File: src/rtl/uart_reg_pkg.sv
// Shared constants and helpers for the UART register bank.
// Optional shadow/commit behaviour in the top is enabled by UART_REG_BANK_SHADOW_EN.
package uart_reg_pkg;

  localparam int REG_ADDR_W = 4;
  localparam int REG_NUM    = 16;
  localparam int REG_DATA_W = 8;

  // Writing this address commits the shadow array when shadowing is built in
  localparam logic [REG_ADDR_W-1:0] COMMIT_ADDR = 4'hF;

  // Lowest bit of register idx inside the flattened reg_image bus
  function automatic int reg_lsb(input int idx);
    return idx * REG_DATA_W;
  endfunction

endpackage

File: src/rtl/uart_reg_bank_rise_detect.sv
// Level-to-pulse converter: registers the input and flags a 0->1 transition.
// INIT_VAL sets the history bit at reset; 1 suppresses a pulse when the
// input is already high as reset is released.
module rise_detect #(
  parameter logic INIT_VAL = 1'b1
) (
  input  logic clk,
  input  logic reset,
  input  logic din,
  output logic pulse
);

  logic din_q;

  // Previous-cycle copy of the input
  always_ff @(posedge clk) begin
    if (reset) din_q <= INIT_VAL;
    else       din_q <= din;
  end

  assign pulse = din & ~din_q;

endmodule

File: src/rtl/uart_reg_bank.sv
// Write-only register bank fed by the UART pair decoder. Each new rising
// edge of uart_ready performs one write, pulses the matching strobe for one
// clock and bumps a wrapping debug counter.
// Define UART_REG_BANK_SHADOW_EN to stage writes to 0..14 in a shadow array
// and apply them all at once when COMMIT_ADDR is written.
module uart_reg_bank
  import uart_reg_pkg::*;
#(
  parameter int             ADDR_W    = REG_ADDR_W,
  parameter int             NUM_REGS  = 2 ** ADDR_W,
  parameter logic [7:0]     RESET_VAL = 8'h00
) (
  input  logic                      clk,
  input  logic                      reset,
  input  logic [ADDR_W-1:0]         uart_addr,
  input  logic [7:0]                uart_data,
  input  logic                      uart_ready,
  output logic [NUM_REGS*8-1:0]     reg_image,
  output logic [NUM_REGS-1:0]       reg_wstb,
  output logic [7:0]                write_count
);

  localparam logic [NUM_REGS-1:0] ONE = {{(NUM_REGS-1){1'b0}}, 1'b1};

  logic                wr_evt;
  logic [7:0]          regs_reg [NUM_REGS];
  logic [NUM_REGS-1:0] wstb_reg;
  logic [7:0]          count_reg;

  // History resets high so a ready level held through reset is not a write
  rise_detect #(
    .INIT_VAL (1'b1)
  ) u_rise (
    .clk   (clk),
    .reset (reset),
    .din   (uart_ready),
    .pulse (wr_evt)
  );

`ifdef UART_REG_BANK_SHADOW_EN
  logic [7:0] shadow_reg [NUM_REGS];

  // Staged writes; commit copies shadow into live regs and strobes every register
  always_ff @(posedge clk) begin
    if (reset) begin
      for (int i = 0; i < NUM_REGS; i++) begin
        regs_reg[i]   <= RESET_VAL;
        shadow_reg[i] <= RESET_VAL;
      end
      wstb_reg  <= '0;
      count_reg <= 8'h00;
    end else begin
      wstb_reg <= '0;
      if (wr_evt) begin
        count_reg <= count_reg + 8'd1;
        if (uart_addr == COMMIT_ADDR) begin
          for (int i = 0; i < NUM_REGS - 1; i++) begin
            regs_reg[i] <= shadow_reg[i];
          end
          regs_reg[NUM_REGS-1]   <= uart_data;
          shadow_reg[NUM_REGS-1] <= uart_data;
          wstb_reg               <= '1;
        end else begin
          shadow_reg[uart_addr] <= uart_data;
        end
      end
    end
  end
`else
  // Direct write of the addressed register with a one-hot, one-clock strobe
  always_ff @(posedge clk) begin
    if (reset) begin
      for (int i = 0; i < NUM_REGS; i++) begin
        regs_reg[i] <= RESET_VAL;
      end
      wstb_reg  <= '0;
      count_reg <= 8'h00;
    end else begin
      wstb_reg <= '0;
      if (wr_evt) begin
        regs_reg[uart_addr] <= uart_data;
        wstb_reg            <= ONE << uart_addr;
        count_reg           <= count_reg + 8'd1;
      end
    end
  end
`endif

  for (genvar gi = 0; gi < NUM_REGS; gi++) begin : g_image
    assign reg_image[reg_lsb(gi) +: REG_DATA_W] = regs_reg[gi];
  end

  assign reg_wstb    = wstb_reg;
  assign write_count = count_reg;

endmodule

File: config.mk
export PLATFORM = sky130hd
export DESIGN_NAME = uart_reg_bank
export DESIGN_NICKNAME = d
export VERILOG_FILES = /design/src/rtl/uart_reg_pkg.sv /design/src/rtl/uart_reg_bank_rise_detect.sv /design/src/rtl/uart_reg_bank.sv
export SDC_FILE = /design/constraint.sdc
export NUM_CORES = 1
export LEC_CHECK = 0
export ABC_CLOCK_PERIOD_IN_PS = 5800
export BUFFER_PORTS_ARGS = -buffer_cell sky130_fd_sc_hd__buf_2
export CAP_MARGIN = 20
export CELL_PAD_IN_SITES_DETAIL_PLACEMENT = 1
export CELL_PAD_IN_SITES_GLOBAL_PLACEMENT = 1
export CORE_UTILIZATION = 46
export CTS_BUF_LIST = sky130_fd_sc_hd__clkbuf_8
export CTS_CLUSTER_DIAMETER = 150
export DETAILED_ROUTE_END_ITERATION = 8
export PLACE_DENSITY_LB_ADDON = 0.3
export SLEW_MARGIN = 20
export SYNTH_ARGS = -nofsm -noshare
export SYNTH_HDL_FRONTEND = slang
export SYNTH_HIERARCHICAL = 1
export SYNTH_SLANG_ARGS = --single-unit
File: constraint.sdc
create_clock -name clk -period 5.8 [get_ports clk]
set_input_delay 0.87 -clock clk [delete_from_list [all_inputs] [get_ports clk]]
set_output_delay 0.87 -clock clk [all_outputs]
set_load 0.02 [all_outputs]
==> results of run 1 <==
-- layer usage --
layer	vias up	global-route usage	wire length, um	part of all wire
li1	1592	-	-	-
met1	1691	0.2815	5712	0.41
met2	143	0.3819	6980	0.50
met3	8	0.07181	1088	0.078
met4	0	0.07467	114	0.0082
met5	-	0	0	0
-- cells in the final DEF, fill, tap and decap left out, types with 2 or more instances in the layout --
cell type,netlist,routed
sky130_fd_sc_hd__a21oi_1,3,3
sky130_fd_sc_hd__and2_1,128,128
sky130_fd_sc_hd__buf_2,2,166
sky130_fd_sc_hd__bufinv_16,0,4
sky130_fd_sc_hd__clkbuf_8,0,17
sky130_fd_sc_hd__clkinv_1,0,8
sky130_fd_sc_hd__clkinv_2,0,2
sky130_fd_sc_hd__dfxtp_1,25,25
sky130_fd_sc_hd__edfxtp_1,128,128
sky130_fd_sc_hd__nand2_1,3,3
sky130_fd_sc_hd__nand2b_1,2,2
sky130_fd_sc_hd__nand3_1,2,2
sky130_fd_sc_hd__nand4_1,3,3
sky130_fd_sc_hd__nand4bb_1,2,2
sky130_fd_sc_hd__nor2_1,14,14
sky130_fd_sc_hd__nor2_4,3,3
sky130_fd_sc_hd__nor3_1,3,3
sky130_fd_sc_hd__o21ai_0,3,3
sky130_fd_sc_hd__or2_2,16,16
sky130_fd_sc_hd__or3_1,3,3
sky130_fd_sc_hd__xor2_1,3,3
-- through the flow --
stage | hold slack, ns | instances | utilization
floorplan | 0.5576 | 361 | -
global placement | 0.4701 | 662 | 0.5513
detailed placement | 0.4779 | 662 | 0.5513
CTS | 0.4915 | 694 | 0.5845
global route | 0.5260 | 694 | 0.5845
finish | 0.4920 | 694 | 0.5845
-- cells by family after synthesis --
family	count (synthesis)	synth area share
DFF	153	0.7721
muxes	1	0.001779
buffers and inverters	12	0.008451
adders and majority gates	1	0.002223
xor gates and xnor gates	4	0.006228
and+or+nand+nor	184	0.2039
AOI/OAI and AO/OA	6	0.005335
-- how the worst max path moves through the flow --
| stage | from | endpoint | slack, ns | cells past startpoint |
|---|---|---|---|---|
| after CTS | uart_ready | regs_reg[4][7] | 2.94 | 5 |
| after floorplan | uart_ready | regs_reg[0][0] | 3.34 | 5 |
| after global routing | uart_ready | regs_reg[12][5] | 2.67 | 5 |
| after global placement | uart_ready | regs_reg[12][2] | 2.63 | 5 |
| after detailed placement | uart_ready | regs_reg[4][5] | 2.46 | 5 |
| final | uart_ready | regs_reg[12][7] | 2.97 | 5 |
-- critical path: cells and delay by family --
kind,cells,cell delay [ns]
buffers and inverters,1,0.09
and+or+nand+nor,4,2.00
-- area by class of cell --
cell class	instances	share of cell area
clock inverter	15	0.02344
clock buffer	17	0.03346
tap	147	0.02631
multi-input combinational	196	0.1766
sequential	153	0.6213
timing repair buffer	166	0.1188
-- where the power goes --
part / internal, mW / leakage (nW) / switching, mW
registers: 1.21 / 1.57 / 0.00825
logic: 0.0288 / 1.32 / 0.0910
clock network: 0.453 / 0.204 / 0.365
total: 1.69 / 3.10 / 0.465
==> results.md, run 1 <==
- In this run, post-CTS repair resized a total of 0 instances.
- The flip-flop cell with the highest count after synthesis is sky130_fd_sc_hd__edfxtp_1.
- In this run, synthesis produced a sequential element count of about 150.
- Ranked by instance count, the synthesized netlist is headed by sky130_fd_sc_hd__and2_1 (128), sky130_fd_sc_hd__edfxtp_1 (128), sky130_fd_sc_hd__dfxtp_1 (25), sky130_fd_sc_hd__or2_2 (16), sky130_fd_sc_hd__nor2_1 (14).
- The aggregate global routing overflow is 0.
- The worst setup path is of the in2reg kind.
- The async set-or-reset flop fraction in the synthesized netlist is 0.
- The net count of the mapped netlist is around 380.
- The number of instances in the synthesized netlist is around 360.
- The first TritonRoute pass finished after 4 iterations.
- In this run the most critical hold path is launched from write_count[7].
- The type of the worst min-delay path is reg2reg.
- Derived from the worst setup path, the maximum achievable clock frequency is about 0.35 GHz.
- The total I/O pin count is 167.
- After synthesis, the cell types taking the most area are sky130_fd_sc_hd__edfxtp_1 (68%), sky130_fd_sc_hd__and2_1 (14%), sky130_fd_sc_hd__dfxtp_1 (8.9%).
- The worst setup path is captured at a register.
- The average wire per cell in the routed design is 20.02 um.
- The register with the most flip-flops in the layout has ~130 of them.
- The first global-routing pass estimated 20.65 mm of wire.
- The via count of the first global-routing pass was 3527.
- The run finished with clean final reports.
- The starting density of the core is 0.4704.
- The worst setup path is launched from an input port.
- Dividing the final minimum period by the clock period gives 0.4885.
- The final weighted congestion of routability-driven global placement is 0.7427.
- Dividing the detail-routed via count by the number of cells gives a little under 5.
- The tree built by TritonCTS fans out to 153 sinks.
- Fill cells in the final layout number ~1200.
- Registers take 4344 um^2.
- The end of the worst register-to-register path is regs_reg[12][7].
- Total power for the finished layout comes to between 2 and 2.5 mW.
- The initial antenna violation count was 0.
- The post-route worst setup slack is 2.967 ns.
- Summing every instance area after synthesis gives 5627 um^2.
- The clock input transition at the sequential cells of the worst setup and hold paths is 0.08 ns.
- The y dimension of the die is between 100 and 150 um.
- The netlist uses 26 different library cells.
- The number of buffers added for setup after CTS is 0.
- The die is 112.6 um wide.
- For this run, the register share of the synthesized area comes to 0.7721.
- The total wirelength of the detailed-routed design is 13.90 mm.
- The worst-case IR drop observed on VDD is 146.9 uV.
- The total DRC errors in the routed layout is 0.
- The count of flip-flops with a built-in enable after synthesis is 128.
- The worst slack at placement is 2.464 ns.
- The area taken by multi-input logic gates is 1235 um^2.
- The number of routed nets with antenna violations is 0.
- The number of antenna diodes in the final layout is 0.
- Counting the buffers created by CTS gives 17.
- The final worst clock skew is between 0.005 and 0.006 ns.
- The DRC violation total after the first TritonRoute iteration is 174.
- The core region is 11960 um^2.
- The buffer cell driving the clock tree root is sky130_fd_sc_hd__clkbuf_8.
- For this design, the CTS-stage hold fixing added 0 buffers.
- The total of warnings raised by yosys is 6.
- The number of nets in the layout is 550.
- The longest clock path from root to sink contains 2 buffers.
- The growth of design area from synthesis to finish is 24.26%.
- Setup slack on the worst reg-to-reg path comes out at 3.21 ns.
- The maximum fanout along the worst path is 10.
- The leakage power of the design is around 3.1 nW.
- The die area is about 13000 um^2.
- Entering global routing, the biggest net connects 30 pins.
- The hold violation total from the final report is 0.
- The final instance area is 6992 um^2.
- Input and output buffers added on the ports amount to about 170.
- The peak per-stage delay on the critical path is 0.66 ns.
- For the worst setup path, the data arrival time is 2.96 ns.
- The worst endpoint required time is 5.93 ns.
- The initialized floorplan defines 40 standard-cell rows.
- Setup repair after global routing left no endpoint under its margin.
- For this design the ratio of total power to cell area is 308.7 nW/um^2.
- The startpoint of the worst-slack reg-to-reg timing path is u_rise/din_q.
- In the global route stage, overall resource usage came out at 0.2280.
- The instance area after placement is between 6000 and 7000 um^2.
- The cell taking the most area after synthesis is sky130_fd_sc_hd__edfxtp_1.
- The critical path goes through buf_2, nor2b_1, nand4b_1, nor3_1, or2_2.
- Setup violations remaining at the end of the flow were counted as 0.
- The clock reaches the later pin of the worst-skew pair after 0.44 ns.
- The path with the worst hold slack has its endpoint at write_count[7].
- Max-cap violations in this run came to 0.
- TritonCTS built the clock tree.
- The count of final max-slew check failures is 0.
- Headroom to the max-slew limit came out at 0.4833.
- The H-tree generated during clock tree synthesis spans 4 levels.
- The synthesized area per cell is approximately 16 um^2.
- The final route contains 3434 vias.
- Of the post-synthesis cell area, the dominant cell type holds 0.6831.
- Of the cells placed in the final design, the portion with a size suffix greater than 1 is 0.3839.
- Detailed placement ended at an HPWL of 9.550 mm.
- The number of instances on the worst hold path is 2.
- Measured in cells, the most critical reg-to-reg path has a length of 4.
- For the pin with the worst max-slew slack, the measured transition is a little under 0.8 ns.
- The setup TNS is 0 ns.
- The largest individual stage delay along the critical path comes from the cell sky130_fd_sc_hd__nor3_1.
- The time the final worst path needs with I/O delays and setup is around 2.8 ns.
No activity file was read; power rests on OpenSTA's default activity.
==> run 2, diff against run 1 <==
ABC_CLOCK_PERIOD_IN_PS = 2350   (was 5800)
CORE_UTILIZATION = 39   (was 46)
clock period = 2.35 ns   (was 5.8 ns; I/O delays follow)
==> run 2 against run 1 <==
Net effect: count of clock-buffer cells in the layout increased by 1; via count increased by 2.4%; worst setup slack got worse by 2.4 ns; core utilization fell by 7.2 points; hold slack worse by 0.37 ns; sequential share of layout area decreased by 1.6 points; total power rose to 2.5 times the previous value; flip-flop and latch count is the same; clock skew barely moved; combinational power up 150%; critical endpoint is now regs_reg[1][3]; largest cell class unchanged.
==> results.md, run 2 (synthesis gave the netlist of run 1 again) <==
- The run finished with clean final reports.
- The floorplan has 43 rows.
- The worst endpoint required time is 2.50 ns.
- Power spread over the standard cell area amounts to 758.7 nW/um^2.
- The highest achievable clock rate is 0.5506 GHz.
- The aggregate global routing overflow is 0.
- At the end of routability-driven placement, the weighted congestion stood at around 0.74.
- Entering global routing, the biggest net connects 19 pins.
- The signal on the critical path passes through nor2b_1, or4b_4, nor2_4, or2_2.
- Total power for the finished layout comes to 5.442 mW.
- The average wire per cell in the routed design is 18.82 um.
- The number of nets in the layout is roughly 570.
- The first detailed-routing pass ran for 4 iterations.
- The worst setup path is of the reg2reg kind.
- After clock tree synthesis, the setup repair step added 0 buffers.
- Once placement finished, the instance area stood at 6748 um^2.
- The number of buffers created by CTS is 17.
- The routed layout has 3515 vias.
- STA classifies the critical path startpoint as a register.
- TritonCTS built the clock tree.
- The min-delay analysis places its worst path in the category in2reg.
- The kind of capture point of the worst setup path is a register.
- The maximum root-to-sink buffer count is 2.
- Setup violations remaining at the end of the flow were counted as 0.
- The via count of the first global-routing pass was 3547.
- The growth of design area from synthesis to finish is 27.49%.
- Of the cells placed in the final design, the portion with a size suffix greater than 1 is 0.4128.
- Dividing the detail-routed via count by the number of cells gives 4.737.
- Setup repair after global routing left no endpoint under its margin.
- The peak per-stage delay on the critical path is 0.57 ns.
- The setup check on the worst reg-to-reg path leaves a slack of ~0.53 ns.
- The first-pass GRT wire length is 20.47 mm.
- The cell with the biggest individual delay on the critical path is sky130_fd_sc_hd__or4b_4.
- The die area is 14910 um^2.
- The total wirelength of the detailed-routed design is 13.96 mm.
- The global-route usage over all layers is 0.1951.
- The clock input transition at the sequential cells of the worst setup and hold paths is 0.08 ns.
- Broken down by cell family, the worst path's largest delay share belongs to simple AND/OR/NAND/NOR gates.
- Including well taps, the total number of placed cells is 710.
- The headroom to the max-slew limit is 0.7043.
- The number of flip-flops in the largest register is 128.
- Input and output buffers added on the ports amount to 166.
- Detailed placement ended at an HPWL of 9.553 mm.
- CTS built an H-tree with a depth of 4.
- The buffer cell driving the clock tree root is sky130_fd_sc_hd__clkbuf_8.
- The core area is 13990 um^2.
- The filler-free cell count of the finished design is between 700 and 800.
- The commonest non-fill, non-tap cell in the layout is sky130_fd_sc_hd__buf_2.
- The largest vdd supply drop is around 380 uV.
- The fraction of the cycle the final worst path needs is 0.7729.
- The number of routed nets with antenna violations is 0.
- Counting every sink on the clock net gives around 150.
- After routing the design area is 7173 um^2.
- Along the worst path, the maximum fanout reaches 10.
- For the final database, setup skew stands at 0.006016 ns.
- The number of buffer and inverter stages on the critical path is 0.
- Leaving out fill and tap cells, the most frequent cells in the layout are sky130_fd_sc_hd__buf_2 (166), sky130_fd_sc_hd__and2_1 (128), sky130_fd_sc_hd__edfxtp_1 (128).
- Data on the critical path arrives at its endpoint at 1.97 ns.
- The initial antenna violation count is 0.
- After clock tree synthesis, the repair step resized 0 gates.
- The floorplan step set the die height to between 100 and 150 um.
- The DRC violation total after the first TritonRoute iteration is 126.
- The die outline width is ~120 um.
- The number of hold-repair buffers added at the cts stage is 0.
- Across the run, the number of max-cap violations was 0.
- For this design the static power due to leakage is 3.195 nW.
- For the final routed database, the setup TNS stands at 0 ns.
- The starting density of the core is 0.4022.
- ~170 I/O pins were placed.
- The hold violation total from the final report is 0.
- The time the final worst path needs with I/O delays and setup is 1.816 ns.
- The clock latency at the later pin of the worst-skew pair is 0.46 ns.
- For the pin with the worst max-slew slack, the measured transition is 0.4435 ns.
- The total DRC errors in the routed layout is 0.
- The number of antenna diodes in the final layout is 0.
- The count of final max-slew check failures is 0.
## run 2: area by class of cell
cell class                      instances  area, um^2
Sequential cell                       153        4344
Timing Repair Buffer                  181       943.4
Tap cell                              180       225.2
Multi-Input combinational cell        196        1235
Clock buffer                           18       247.7
Clock inverter                         14       177.7
Fill cell                            1458        6815
## run 2: where the power goes
part | switching [mW] | internal, mW | total [mW] | leakage [nW]
clock | 0.963 | 1.17 | 2.13 | 0.217
combinational | 0.224 | 0.0740 | 0.298 | 1.40
sequential | 0.0209 | 2.99 | 3.01 | 1.57
## run 2: per-stage QoR
stage | util | hold slack [ns] | setup WS (ns)
6_report | 0.5128 | 0.1220 | 0.5336
5_1_grt | 0.5128 | 0.1170 | 0.4296
4_1_cts | 0.5128 | 0.09379 | 0.5244
3_5_place_dp | 0.4824 | 0.4957 | 0.3482
3_3_place_gp | 0.4824 | 0.4691 | 0.3822
2_1_floorplan | - | 0.4400 | 0.4090
## run 2: routing by layer
layer | up-vias | wire length, um | part of all wire | GRT usage
li1 | 1625 | - | - | -
met5 | - | 0 | 0 | 0
met2 | 118 | 6709 | 0.48 | 0.3132
met4 | 0 | 214 | 0.015 | 0.07470
met1 | 1756 | 6161 | 0.44 | 0.2441
met3 | 16 | 878 | 0.063 | 0.06461
## run 2: worst paths after layout
path | startpoint | to | depth (start not counted)
setup / recovery | u_rise/din_q | regs_reg[1][3] | 4
hold / removal | uart_ready | u_rise/din_q | 2
setup reg to reg | u_rise/din_q | regs_reg[1][3] | 4
hold reg to reg | write_count[7] | write_count[7] | 2
## run 2: worst register-to-register path, stage by stage, from the launching register on
cell                      delay [ns]
sky130_fd_sc_hd__dfxtp_1        0.30
sky130_fd_sc_hd__nor2b_1        0.17
sky130_fd_sc_hd__or4b_4         0.57
sky130_fd_sc_hd__nor2_4         0.22
sky130_fd_sc_hd__or2_2          0.25
==> run 3, diff against run 2 <==
ABC_CLOCK_PERIOD_IN_PS = 1800   (was 2350)
CORE_UTILIZATION = 43   (was 39)
clock period = 1.8 ns   (was 2.35 ns; I/O delays follow)
==> run 3 against run 2 <==
Net effect: clock power up 30%; register-to-register slack worse by 0.44 ns; wire length up 0.97%; die area down 9.2%; flip-flop and latch count unchanged; combinational power up 31%; design area up 0.75%.
==> results.md, run 3 (synthesis gave the netlist of run 1 again) <==
- The clock input transition at the sequential cells of the worst setup and hold paths is about 0.070 ns.
- The cell area power density is 979.8 nW/um^2.
- The critical path goes through nor2b_4, or4b_4, nor2_4, or2_2.
- The clock sink count is 153.
- The logic depth of the worst register-to-register path is 4.
- The initialized floorplan defines 41 standard-cell rows.
- The number of buffers created by CTS is 17.
- The run finished with clean final reports.
- The peak per-stage delay on the critical path is 0.56 ns.
- The first-pass GRT wire length is around 21 mm.
- The aggregate global routing overflow is 0.
- The routed design has 14.10 mm of wire.
- The fraction of final layout cells sized beyond drive strength 1 is 0.4173.
- The register with the most flip-flops in the layout has ~130 of them.
- between 150 and 200 I/O pins were placed.
- The pin count of the biggest net entering global routing is 26.
- The starting density of the core is 0.4441.
- The worst hold path was traced through 3 stages.
- The worst setup path is launched from a register.
- The critical path runs through a total of 4 cells.
- The number of buffer and inverter stages on the critical path is 0.
- After detailed routing, the average wire length per cell comes to 19.00 um.
- The cell with the biggest individual delay on the critical path is sky130_fd_sc_hd__or4b_4.
- The total DRC errors in the routed layout is 0.
- The leakage power of the design is 3.244 nW.
- Across all setup checks in the final design, the least slack found is just under 0.1 ns.
- The count of final max-slew check failures is 0.
- Setup repair after global routing left no endpoint under its margin.
- Data on the critical path arrives at its endpoint at between 1.5 and 2 ns.
- The time the final worst path needs with I/O delays and setup is 1.702 ns.
- The number of vias per cell after detailed routing is between 4 and 5.
- The first detailed-routing pass took 4 iterations.
- Along the worst path, the maximum fanout reaches 8.
- Leaving out fill and tap cells, the most frequent cells in the layout are sky130_fd_sc_hd__buf_2 (166), sky130_fd_sc_hd__and2_1 (128), sky130_fd_sc_hd__edfxtp_1 (128).
- The via count of the first global-routing pass is 3620.
- The final worst clock skew is 0.009624 ns.
- The die outline width is between 100 and 150 um.
- The detailed-placement wirelength estimate is 9.655 mm.
- The buffer cell driving the clock tree root is sky130_fd_sc_hd__clkbuf_8.
- The tool flagged a number of max-cap violations equal to 0.
- The number of buffers added for setup after CTS is 0.
- The detailed router placed 3544 vias in this run.
- The fraction of the cycle the final worst path needs is 0.9458.
- Leaving out fill and tap cells, the most frequent cell in the layout is sky130_fd_sc_hd__buf_2.
- The kind of capture point of the worst setup path is a register.
- Measured against its own limit, the worst slew margin works out to 0.7302.
- The highest achievable clock rate is 0.5874 GHz.
- CTS built an H-tree with a depth of 4.
- The DRC violation total after the first TritonRoute iteration is around 200.
- The CTS tree is yes.
- The critical path in this run is classified as reg2reg.
- The layout has around 1300 filler cells.
- The family of cells with the greatest summed delay on the critical path is simple AND/OR/NAND/NOR gates.
- The die covers about 14000 um^2.
- Relative to the synthesized area, the layout overhead comes to 28.44%.
- The y dimension of the die is 116.4 um.
- The final weighted congestion of routability-driven global placement is 0.7533.
- Prior to clock tree synthesis, the placed netlist has a worst setup slack of -0.1651 ns.
- The detail route stage leaves a number of antenna-violating nets equal to 0.
- The maximum root-to-sink buffer count is 2.
- The largest vdd supply drop is 500.6 uV.
- The later pin in the worst-skew pair is clocked with a latency of about 0.44 ns.
- The net count of the finished layout is 571.
- The hold violation total from the final report came to 0.
- In the global route stage, overall resource usage came out at 0.2191.
- The core area is between 10000 and 15000 um^2.
- The initial antenna violation count is 2.
- The total setup violations reported at the end of the flow is 0.
- For the worst setup path, the data required time is 1.94 ns.
- The slew at the pin closest to its max-slew limit is 0.4047 ns.
- In this run the worst hold path is classified as in2reg.
- The post-layout total power is 7.081 mW.
- The quantity of I/O buffers inserted on ports is 166.
run 3: final timing paths:
path / endpoint / start / slack [ns]
setup / recovery: regs_reg[1][7] / u_rise/din_q / 0.1
hold / removal: reg_wstb[0] / uart_addr[0] / 0.26
setup reg to reg: regs_reg[1][7] / u_rise/din_q / 0.1
hold reg to reg: write_count[7] / write_count[7] / 0.50
run 3: per-layer routing:
metal,up-vias,part of all wire,global-route usage
li1,1635,-,-
met1,1786,0.40,0.2437
met2,116,0.54,0.3945
met3,7,0.054,0.07161
met4,0,0.0082,0.07179
met5,-,0,0
run 3: what timing repair did:
action,4_1_cts,5_1_grt
gates resized for setup,1,2
setup endpoints to repair,57,23
endpoints found under the hold margin,1,0
hold buffers,1,0
run 3: worst min-delay path: cells and delay by family:
family / cells / cell delay [ns]
buffers and inverters: 2 / 0.32
AND/OR/NAND/NOR: 1 / 0.06
run 3: through the flow:
step | hold WS (ns) | instances | area, um^2 | TNS (ns) | utilization
2_1_floorplan | 0.3589 | 361 | 5632 | 0 | -
3_3_place_gp | 0.4719 | 707 | 6778 | -4.853 | 0.5349
3_5_place_dp | 0.4740 | 707 | 6778 | -10.73 | 0.5349
4_1_cts | 0.2187 | 740 | 7212 | 0 | 0.5692
5_1_grt | 0.2478 | 741 | 7224 | 0 | 0.5702
6_report | 0.2640 | 742 | 7227 | 0 | 0.5704
run 3: power by group:
part / internal (mW) / total (mW) / switching (mW) / leakage, nW
combinational: 0.101 / 0.391 / 0.289 / 1.44
sequential: 3.90 / 3.93 / 0.0296 / 1.57
clock: 1.55 / 2.76 / 1.20 / 0.230
run 3: final cells by class:
class                           count  area, um^2  area share
Multi-Input combinational cell    196        1250      0.1730
Timing Repair Buffer              187       991.0      0.1371
Clock buffer                       19       261.5     0.03618
Antenna cell                        2       5.005   0.0006925
Clock inverter                     13       160.2     0.02216
Tap cell                          172       215.2     0.02978
Sequential cell                   153        4344      0.6011
